## config.mk

```make
export PLATFORM = sky130hd
export DESIGN_NAME = picmicro_interrupt_controller_flat
export DESIGN_NICKNAME = d
export VERILOG_FILES = /design/src/rtl/picmicro_interrupt_controller_if.sv /design/src/rtl/picmicro_interrupt_controller.sv /design/src/flat_wrapper.sv
export SDC_FILE = /design/constraint.sdc
export NUM_CORES = 1
export LEC_CHECK = 0
export ABC_AREA = 1
export CELL_PAD_IN_SITES_DETAIL_PLACEMENT = 1
export CELL_PAD_IN_SITES_GLOBAL_PLACEMENT = 2
export CORE_MARGIN = 1
export CORE_UTILIZATION = 10
export DETAILED_ROUTE_END_ITERATION = 12
export HOLD_SLACK_MARGIN = 0.02
export PLACE_DENSITY = 0.74
export SYNTH_ARGS = -nofsm -noshare
export SYNTH_HDL_FRONTEND = slang
export SYNTH_SLANG_ARGS = --single-unit
```

## constraint.sdc

```tcl
create_clock -name clk -period 0.89 [get_ports clk]
set_clock_uncertainty 0.05 [all_clocks]
set_input_delay 0.178 -clock clk [delete_from_list [all_inputs] [get_ports clk]]
set_output_delay 0.178 -clock clk [all_outputs]
set_load 0.1 [all_outputs]
```

## src/rtl/picmicro_interrupt_controller_if.sv

```systemverilog
// Purpose: bundles the decoder/INTCON/PIR1/PIE1 side of the PIC interrupt controller.
// Latency: wiring only, no storage.
// Backpressure: none; every signal is a level or a single-cycle pulse.
interface picmicro_interrupt_controller_if;
  logic       instr_boundary;
  logic       retfie_exec;
  logic       sleep_active;
  logic [7:0] intcon_reg_val;
  logic [7:0] pir1_reg_val;
  logic [7:0] pie1_reg_val;
  logic       tmr0if_set_en;
  logic       int_pin;
  logic       intedg;
  logic       irq_take;
  logic       gie_clr_en;
  logic       gie_set_en;
  logic       t0if_set_en;
  logic       intf_set_en;
  logic       wake_req;
  logic       irq_busy;

  // Core side: drives the decoder strobes and register views, receives requests.
  modport master (
    output instr_boundary, retfie_exec, sleep_active,
    output intcon_reg_val, pir1_reg_val, pie1_reg_val,
    output tmr0if_set_en, int_pin, intedg,
    input  irq_take, gie_clr_en, gie_set_en, t0if_set_en,
    input  intf_set_en, wake_req, irq_busy
  );

  // Controller side.
  modport slave (
    input  instr_boundary, retfie_exec, sleep_active,
    input  intcon_reg_val, pir1_reg_val, pie1_reg_val,
    input  tmr0if_set_en, int_pin, intedg,
    output irq_take, gie_clr_en, gie_set_en, t0if_set_en,
    output intf_set_en, wake_req, irq_busy
  );
endinterface

```

## src/rtl/picmicro_interrupt_controller.sv

```systemverilog
// Purpose: PIC interrupt sequencer (IDLE/VECTOR/ISR); RB0/INT pin logic under PICMICRO_INT_PIN_EN.
// Latency: irq_take 1 cycle after a qualifying boundary; gie_set_en/t0if_set_en/wake_req 1 cycle; intf_set_en 3 cycles.
// Backpressure: none; one vector at a time, no nesting while an ISR is in progress.
module picmicro_interrupt_controller (
  input  logic clk,
  input  logic rst,
  picmicro_interrupt_controller_if.slave bus
);

  typedef enum logic [1:0] {IDLE = 2'd0, VECTOR = 2'd1, ISR = 2'd2} state_t;

  state_t state, state_nxt;
  logic   enabled_flag;
  logic   irq_cond;
  logic   gie_set_q;
  logic   t0if_set_q;
  logic   wake_q;
  logic   intf_set_q;

  // Any enabled source with its flag raised; GIE only gates vectoring, not wake.
  always_comb begin
    enabled_flag = (bus.intcon_reg_val[5] & bus.intcon_reg_val[2])
                 | (bus.intcon_reg_val[4] & bus.intcon_reg_val[1])
                 | (bus.intcon_reg_val[3] & bus.intcon_reg_val[0])
                 | (bus.intcon_reg_val[6] & (|(bus.pir1_reg_val & bus.pie1_reg_val)));
    irq_cond     = bus.intcon_reg_val[7] & enabled_flag;
  end

  // State register.
  always_ff @(posedge clk) begin
    if (rst) state <= IDLE;
    else     state <= state_nxt;
  end

  // Next state: vector only on an instruction boundary; RETFIE wins over a new request in ISR.
  always_comb begin
    state_nxt = state;
    case (state)
      IDLE:    if (bus.instr_boundary && irq_cond) state_nxt = VECTOR;
      VECTOR:  state_nxt = ISR;
      ISR:     if (bus.retfie_exec) state_nxt = IDLE;
      default: state_nxt = IDLE;
    endcase
  end

  // Outputs decoded from state: the single VECTOR cycle forces the CALL and clears GIE.
  always_comb begin
    bus.irq_take   = 1'b0;
    bus.gie_clr_en = 1'b0;
    bus.irq_busy   = 1'b0;
    case (state)
      VECTOR: begin
        bus.irq_take   = 1'b1;
        bus.gie_clr_en = 1'b1;
        bus.irq_busy   = 1'b1;
      end
      ISR:     bus.irq_busy = 1'b1;
      default: ;
    endcase
  end

  // Registered side pulses; reset drops anything in flight.
  always_ff @(posedge clk) begin
    if (rst) begin
      gie_set_q  <= 1'b0;
      t0if_set_q <= 1'b0;
      wake_q     <= 1'b0;
    end else begin
      gie_set_q  <= bus.retfie_exec;
      t0if_set_q <= bus.tmr0if_set_en;
      wake_q     <= bus.sleep_active & enabled_flag;
    end
  end

`ifdef PICMICRO_INT_PIN_EN
  logic       pin_sync1;
  logic       pin_sync2;
  logic       pin_hist;
  logic [1:0] warm_cnt;
  logic       pin_edge;

  // Edge of the selected polarity between the synchronized sample and its history.
  always_comb begin
    pin_edge = bus.intedg ? (pin_sync2 & ~pin_hist) : (~pin_sync2 & pin_hist);
  end

  // Two-flop synchronizer, history flop, and a warm-up count so post-reset fill never looks like an edge.
  always_ff @(posedge clk) begin
    if (rst) begin
      pin_sync1  <= 1'b0;
      pin_sync2  <= 1'b0;
      pin_hist   <= 1'b0;
      warm_cnt   <= 2'd0;
      intf_set_q <= 1'b0;
    end else begin
      pin_sync1  <= bus.int_pin;
      pin_sync2  <= pin_sync1;
      pin_hist   <= pin_sync2;
      if (warm_cnt != 2'd3) warm_cnt <= warm_cnt + 2'd1;
      intf_set_q <= pin_edge & (warm_cnt == 2'd3);
    end
  end
`else
  logic unused_pin;

  // Pin logic absent: the pin inputs are deliberately ignored.
  always_comb begin
    unused_pin = bus.int_pin ^ bus.intedg;
    intf_set_q = 1'b0;
  end
`endif

  // Drive the registered outputs onto the bus.
  always_comb begin
    bus.gie_set_en  = gie_set_q;
    bus.t0if_set_en = t0if_set_q;
    bus.wake_req    = wake_q;
    bus.intf_set_en = intf_set_q;
  end

endmodule

```

## src/flat_wrapper.sv

```systemverilog
// flat-port wrapper written by rule: the top's interface ports become plain ports
module picmicro_interrupt_controller_flat 
  (clk, rst, bus_instr_boundary, bus_retfie_exec, bus_sleep_active, bus_intcon_reg_val, bus_pir1_reg_val, bus_pie1_reg_val, bus_tmr0if_set_en, bus_int_pin, bus_intedg, bus_irq_take, bus_gie_clr_en, bus_gie_set_en, bus_t0if_set_en, bus_intf_set_en, bus_wake_req, bus_irq_busy);
  picmicro_interrupt_controller_if bus_i ();
  input  logic clk;
  input  logic rst;
  input wire logic [$bits(bus_i.instr_boundary)-1:0] bus_instr_boundary;
  input wire logic [$bits(bus_i.retfie_exec)-1:0] bus_retfie_exec;
  input wire logic [$bits(bus_i.sleep_active)-1:0] bus_sleep_active;
  input wire logic [$bits(bus_i.intcon_reg_val)-1:0] bus_intcon_reg_val;
  input wire logic [$bits(bus_i.pir1_reg_val)-1:0] bus_pir1_reg_val;
  input wire logic [$bits(bus_i.pie1_reg_val)-1:0] bus_pie1_reg_val;
  input wire logic [$bits(bus_i.tmr0if_set_en)-1:0] bus_tmr0if_set_en;
  input wire logic [$bits(bus_i.int_pin)-1:0] bus_int_pin;
  input wire logic [$bits(bus_i.intedg)-1:0] bus_intedg;
  output wire logic [$bits(bus_i.irq_take)-1:0] bus_irq_take;
  output wire logic [$bits(bus_i.gie_clr_en)-1:0] bus_gie_clr_en;
  output wire logic [$bits(bus_i.gie_set_en)-1:0] bus_gie_set_en;
  output wire logic [$bits(bus_i.t0if_set_en)-1:0] bus_t0if_set_en;
  output wire logic [$bits(bus_i.intf_set_en)-1:0] bus_intf_set_en;
  output wire logic [$bits(bus_i.wake_req)-1:0] bus_wake_req;
  output wire logic [$bits(bus_i.irq_busy)-1:0] bus_irq_busy;
  assign bus_i.instr_boundary = bus_instr_boundary;
  assign bus_i.retfie_exec = bus_retfie_exec;
  assign bus_i.sleep_active = bus_sleep_active;
  assign bus_i.intcon_reg_val = bus_intcon_reg_val;
  assign bus_i.pir1_reg_val = bus_pir1_reg_val;
  assign bus_i.pie1_reg_val = bus_pie1_reg_val;
  assign bus_i.tmr0if_set_en = bus_tmr0if_set_en;
  assign bus_i.int_pin = bus_int_pin;
  assign bus_i.intedg = bus_intedg;
  assign bus_irq_take = bus_i.irq_take;
  assign bus_gie_clr_en = bus_i.gie_clr_en;
  assign bus_gie_set_en = bus_i.gie_set_en;
  assign bus_t0if_set_en = bus_i.t0if_set_en;
  assign bus_intf_set_en = bus_i.intf_set_en;
  assign bus_wake_req = bus_i.wake_req;
  assign bus_irq_busy = bus_i.irq_busy;
  picmicro_interrupt_controller u_core (.clk(clk), .rst(rst), .bus(bus_i));
endmodule
```

==> results.ini, run 1 <==
[timing]
setup_viol_count_final=8
max_freq_mhz=768
timing.final.crit_period_ns=1.30
finalMaxSlewViolations=0
finalCritPeriodShare_pct=146
setup_ws_ns=-0.413
rsz0062_at_grt=yes
holdWs_ns=0.398
hold_violations=0
setup_tns_ns=-1.79

[global_routing]
antenna_found_initial=0
grt_max_degree=5
gr-total-overflow=0
grt_pass1_vias=553
gr-usage-all-layers_pct=8.56
grt_first_pass_wirelength_mm=2.36

[setup_path]
path_cells=inv_4, ha_4, buf_12
crit_family=flip-flops
max_stage_delay_ns=0.35
cp-start-kind=flop
critPathBufInv=2
cp_slowest_cell=dfxtp_4
cp.arrival_ns=1.07
end_kind=output pin
worstSetupPathType=flop to output pin
path_max_fanout=3
required_ns=0.66

[synthesis]
netlist_area_um2=358
ys_seq_area_share_pct=28.0
synth_cell_types=12
ys_ff_latch=5
synth.avg_cell_area_um2=6.28
postSynthCellCount=57
syn_nets=93
yosysWarnings=0

[drt]
wl_per_cell_um=9.54
vias=485
drt_drc_violations_left=0
detail-route-antenna-nets=0
wl_mm=1.38
first_pass_iters=4
drt-vias-per-instance=3.34
drt_iter0_markers=10

[clock_network]
cts_tree=yes
cts_buffer_depth=2
clk_latency_ns=0.24
cts_hold_buf=0
clkTransAtPathRegs_ns=0.05
h-tree-depth=1
cts_buffers=3
root_buffer=clkbuf_4
cts.sinks=5

[floorplan]
rows=21
core_region_area_um2=3390
die_h_um=61.8
die-area_um2=3820
die_w_um=61.8
start_util_pct=10.6
ioPinCount=39

[outcome]
violations=negative setup slack
status=complete, but fails checks

[layout]
drive_above_1_share_pct=55.6
fill_cells=406
final_common_cell=nand2_1
nNetsFinal=136
area_growth_pct=154
antenna_cells=0
final_core_util_pct=26.8
layout_common_cells=16 x nand2_1, 10 x buf_2, 7 x nand2_2, 7 x buf_6

[placed_design]
routabilityCongestion=0.661
place_ws_ns=-0.605
post-dp-hpwl_mm=1.18
port_buffers=35

[job]
drv_cap=0

[power]
p_per_area_nw_per_um2=2400
peakVddDrop_mv=0.784
p_leak_nw=0.442

[hold_path]
min_path_type=primary input to flop

## synthesized netlist by cell type
| library cell | number | area (um^2) |
|---|---|---|
| a21oi_1 | 2 | 10.0 |
| nor2_1 | 7 | 26.3 |
| nand2_1 | 21 | 78.8 |
| nand2_2 | 4 | 25.0 |
| dfxtp_1 | 5 | 100 |
| inv_1 | 7 | 26.3 |
| conb_1 | 1 | 3.75 |
| ha_1 | 4 | 50.1 |
| a21oi_2 | 1 | 8.76 |
| buf_4 | 2 | 15.0 |
| clkinv_1 | 1 | 3.75 |
| nand3_1 | 2 | 10.0 |
## routing by layer
metal / GRT usage [%] / up-vias / wire length (um)
met5: 0 / - / 0
met1: 8.30 / 220 / 478
met4: 1.59 / 0 / 13
met2: 17.5 / 14 / 828
met3: 2.69 / 2 / 62
li1: - / 249 / -
## registers in the layout (all words and copies together), names as in the netlist
name	flops
u_core.bus.wake_req	1
u_core.bus.gie_set_en	1
u_core.bus.t0if_set_en	1
u_core.state	2
## path summary, 6_finish.rpt
path,endpoint,cells after the start,slack (ns),start
worst min register to register,u_core.state[1],3,0.56,u_core.state[1]
worst max register to register,u_core.state[0],6,-0.19,u_core.state[1]
worst min-delay path,u_core.bus.t0if_set_en,3,0.40,bus_tmr0if_set_en
worst max-delay path,bus_irq_busy,3,-0.41,u_core.state[1]
## report_power, final
part           leakage (nW)  switching, mW  total [mW]  internal, mW
clock network        0.0177         0.0978       0.260         0.163
registers            0.0433         0.0338       0.312         0.279
logic                 0.381          0.950        1.61         0.659
total                 0.442           1.08        2.18          1.10
## worst register-to-register path, delay by kind of cell (launching register included)
family / cells / cell delay, ns
flip-flops: 1 / 0.35
AND/OR/NAND/NOR: 4 / 0.26
adder cells (fa/ha/maj): 1 / 0.17
buffers and inverters: 1 / 0.14
## through the flow
step	total power [mW]	area, um^2	instances
after CTS	2.17	896	145
after floorplan	1.39	404	57
final	2.18	910	145
after global routing	2.33	910	145
after global placement	1.80	867	139
after detailed placement	1.82	867	139
## what timing repair did
action                                  4_1_cts  5_1_grt
gates cloned                                  0        0
pin swaps                                    27       14
gates resized for setup                      75        5
endpoints found under the setup margin        9        9
setup buffers                                 2        1
## final cells by class
cell class / count / area, um^2 / area share (%)
Clock inverter: 1 / 5.00 / 0.550
Multi-Input combinational cell: 42 / 278 / 30.5
Tap cell: 46 / 57.6 / 6.33
Inverter: 8 / 32.5 / 3.58
Sequential cell: 5 / 109 / 12.0
Clock buffer: 3 / 22.5 / 2.48
Timing Repair Buffer: 40 / 405 / 44.6
## kinds of logic (layout without fill, tap and decap cells)
group	Yosys count	after routing	synth area share, %
fa+ha+maj	4	4	14.0
other cells	1	1	1.05
buf+inv	10	52	12.6
compound gates	3	3	5.25
simple gates	34	34	39.2
flops	5	5	28.0
(Power assumes the default switching activity.)
==> inputs of run 2 (changes only) <==
- TNS_END_PERCENT: not set -> 20
==> results.ini, run 2 (synthesized netlist as in run 1, its figures left out) <==
[setup_path]
path_max_fanout=3
reg2reg_depth=7
max_stage_delay_ns=0.35
worstSetupPathType=flop to output pin
cp_num_cells=3
cp.arrival_ns=1.06
path_cells=inv_4, ha_4, buf_12
required_ns=0.66
critPathBufInv=2
crit_family=flip-flops
cp-start-kind=flop
cp_slowest_cell=dfxtp_4
end_kind=output pin

[power]
power_mw=2.24
p_leak_nw=0.596
peakVddDrop_mv=0.735
p_per_area_nw_per_um2=2230
intPower_mw=1.18
combPwrFrac_pct=74.5
p_seq_share_pct=14.2
p_switching_mw=1.07
clockPowerShare_pct=11.2
switching_share_pct=47.6

[clock_network]
cts_tree=yes
cts_buffers=3
h-tree-depth=1
root_buffer=clkbuf_4
cts_buffer_depth=2
cts_hold_buf=0
clkTransAtPathRegs_ns=0.04
clk_latency_ns=0.23
cts.sinks=5

[drt]
drt_iter0_markers=2
first_pass_iters=4
detail-route-antenna-nets=0
drt_drc_violations_left=0
vias=504
wl_mm=1.46
drt-vias-per-instance=3.38
wl_per_cell_um=9.77

[layout]
area_growth_pct=181
multiInputGateArea_um2=254
largest_register=u_core.state
final_common_cell=nand2_1
largest_reg_flops=2
drive_above_1_share_pct=34.0
fill_cells=398
nNetsFinal=140
seq_area_um2=109
stdcell_count=149
final_core_util_pct=29.6
layout_common_cells=20 x nand2_1, 18 x dlymetal6s2s_1, 11 x clkdlybuf4s50_1
antenna_cells=0

[timing]
timing.final.crit_period_ns=1.29
finalMaxSlewViolations=0
finalCritPeriodShare_pct=145
setup_viol_count_final=9
setup_ws_ns=-0.403
max_freq_mhz=773
holdWs_ns=0.419
rsz0062_at_grt=yes
hold_violations=0

[global_routing]
gr-total-overflow=0
grt_first_pass_wirelength_mm=2.29
grt_max_degree=5
gr-usage-all-layers_pct=8.42
antenna_found_initial=0
grt_pass1_vias=573

[floorplan]
die_w_um=61.8
ioPinCount=39
core_region_area_um2=3390
die_h_um=61.8
start_util_pct=10.6
rows=21
die-area_um2=3820

[outcome]
violations=negative setup slack
status=complete, but fails checks

[hold_path]
min_path_cells=3
min_path_type=primary input to flop

[placed_design]
port_buffers=35
routabilityCongestion=0.667
dp.cells=140
place_ws_ns=-0.627
post-dp-hpwl_mm=1.28

[job]
drv_cap=0

run 2: cell count changes in the layout (fill, tap and decap cells not counted), sizes merged:
cell	previous run	this run
clkbuf	3	4
buf	27	15
clkdlybuf4s50	6	11
clkinv	2	1
dlymetal6s2s	0	18
clkdlybuf4s15	4	0
dlygate4sd2	3	0
run 2: tightest hold or removal path: stages:
cell,delay (ns)
clkdlybuf4s50_1,0.40
inv_1,0.05
nor2_1,0.03
run 2: area by class of cell:
cell class	instances	share of cell area, %
inverter	8	3.49
clock buffer	4	2.62
timing repair buffer	44	52.1
tap	46	5.73
multi-input combinational	42	25.3
sequential	5	10.8
run 2: layer usage:
layer  wire length [um]  up-vias  GRT usage, %
li1                   -      258             -
met1                463      233          6.68
met2                933       11          18.9
met4                 19        0          3.81
met3                 39        2          1.45
met5                  0        -             0
run 2: stage by stage:
step	setup TNS, ns	cell area [um^2]
floorplan	-1.78	399
global placement	-2.17	870
detailed placement	-2.39	870
CTS	-2.42	915
global route	-2.49	1000
finish	-2.07	1000
run 2: repair_timing:
item / in CTS / in global routing
pin swaps: 1 / 22
gates resized for setup: 7 / 22
setup buffers: 1 / 4
endpoints found under the setup margin: 9 / 9
run 2: path summary, 6_finish.rpt:
path / from / end / slack (ns)
setup / recovery: u_core.state[1] / bus_irq_busy / -0.40
hold / removal: bus_tmr0if_set_en / u_core.bus.t0if_set_en / 0.42
setup reg to reg: u_core.state[0] / u_core.state[0] / -0.28
hold reg to reg: u_core.state[1] / u_core.state[1] / 0.59
run 2: power by group through the flow:
stage	Sequential [mW]	Combinational (mW)	Clock [mW]
floorplan	0.363	1.01	0
global placement	0.305	1.50	0
detailed placement	0.311	1.53	0
CTS	0.314	1.57	0.269
global route	0.324	1.78	0.289
finish	0.320	1.67	0.252
==> inputs of run 3 (changes only) <==
- CTS_CLUSTER_DIAMETER: not set -> 200
- SETUP_SLACK_MARGIN: not set -> 0.05
- SKIP_LAST_GASP: not set -> 1
==> results.ini, run 3 (synthesized netlist as in run 1, its figures left out) <==
[timing]
finalMaxSlewViolations=0
max_freq_mhz=773
hold_violations=0
setup_tns_ns=-2.24
holdWs_ns=0.424
rsz0062_at_grt=yes
finalCritPeriodShare_pct=145
setup_viol_count_final=9
setup_ws_ns=-0.403
timing.final.crit_period_ns=1.29

[clock_network]
h-tree-depth=1
cts_buffers=3
clk_latency_ns=0.23
root_buffer=clkbuf_4
cts.sinks=5
cts_buffer_depth=2
clkTransAtPathRegs_ns=0.04
cts_hold_buf=0
cts_tree=yes

[layout]
antenna_cells=0
nNetsFinal=140
fill_cells=399
final_cell_area_um2=1000
drive_above_1_share_pct=30.1
area_growth_pct=180
final_common_cell=nand2_1
largest_reg_flops=2
layout_common_cells=21 x nand2_1, 16 x dlymetal6s2s_1, 13 x clkdlybuf4s50_1
stdcell_count=149
largest_register=u_core.state
final_core_util_pct=29.5

[drt]
wl_per_cell_um=9.89
detail-route-antenna-nets=0
vias=503
drt_iter0_markers=1
drt-vias-per-instance=3.38
drt_drc_violations_left=0
first_pass_iters=2
wl_mm=1.47

[power]
combPwrFrac_pct=74.9
peakVddDrop_mv=0.753
p_per_area_nw_per_um2=2280
intPower_mw=1.19
switching_share_pct=48.0
clockPowerShare_pct=11.1
p_switching_mw=1.09
p_leak_nw=0.578
p_seq_share_pct=13.9
power_mw=2.28

[global_routing]
gr-usage-all-layers_pct=8.47
antenna_found_initial=0
grt_max_degree=5
gr-total-overflow=0
grt_first_pass_wirelength_mm=2.28
grt_pass1_vias=563

[placed_design]
place_ws_ns=-0.627
dp.cells=140
port_buffers=35
post-dp-hpwl_mm=1.28
routabilityCongestion=0.667
postPlaceCellArea_um2=870

[setup_path]
path_cells=inv_4, ha_4, buf_12
required_ns=0.66
path_max_fanout=3
worstSetupPathType=flop to output pin
cp_slowest_cell=dfxtp_4
rr_startpoint=u_core.state[0]
crit_path_start=u_core.state[1]
reg2reg_depth=7
end_kind=output pin
max_stage_delay_ns=0.35
crit_family=flip-flops
critPathBufInv=2
cp-start-kind=flop
reg2reg_to=u_core.state[0]
cp.arrival_ns=1.06
rrSetupSlack_ns=-0.31

[floorplan]
die_w_um=61.8
die_h_um=61.8
start_util_pct=10.6
die-area_um2=3820
ioPinCount=39
core_region_area_um2=3390
rows=21

[job]
drv_cap=0

[hold_path]
min_path_type=primary input to flop
min_path_cells=3
min_to=u_core.bus.t0if_set_en
min-delay-start=bus_tmr0if_set_en

[outcome]
status=complete, but fails checks
violations=negative setup slack

==> run 3: final cells by class <==
class	instances	area [um^2]	area share (%)
timing repair buffer	44	518	51.8
multi-input combinational	42	259	25.9
tap	46	57.6	5.75
clock buffer	4	26.3	2.63
sequential	5	105	10.5
inverter	8	35.0	3.50
==> run 3: worst max-delay path by stage <==
stage / endpoint / slack (ns) / depth (start not counted)
2_1_floorplan: bus_irq_take / -0.30 / 3
3_3_place_gp: u_core.state[1] / -0.57 / 11
3_5_place_dp: u_core.state[1] / -0.63 / 11
4_1_cts: bus_irq_busy / -0.42 / 3
5_1_grt: bus_irq_busy / -0.44 / 3
6_report: bus_irq_busy / -0.40 / 3
==> run 3: what timing repair did <==
| item | 4_1_cts | 5_1_grt |
|---|---|---|
| cloned | 0 | 0 |
| endpoints found under the setup margin | 9 | 9 |
| gates resized for setup | 3 | 21 |
| pin swaps | 1 | 20 |
| buffers inserted | 1 | 4 |
==> run 3: metal layers <==
metal	track usage [%]	wire length [um]	vias to the layer above	share of wire, %
met3	1.45	39	2	2.6
met2	19.2	929	11	63
met1	6.56	485	232	33
li1	-	-	258	-
met4	3.81	19	0	1.3
met5	0	0	-	0
==> run 3: worst reg2reg max path: stages (launching register included) <==
cell and delay (ns):
dfxtp_2 0.35, inv_4 0.05, buf_4 0.13, ha_1 0.20, nand2_2 0.13, nand3_1 0.09, nand2_1 0.06, nor2_1 0.04
==> run 3: power by group through the flow <==
stage                     Combinational (mW)  Sequential (mW)  Clock [mW]
after floorplan                         1.01            0.363           0
after global placement                  1.50            0.305           0
after detailed placement                1.53            0.311           0
after CTS                               1.56            0.312       0.269
after global routing                    1.81            0.323       0.290
final                                   1.71            0.317       0.254
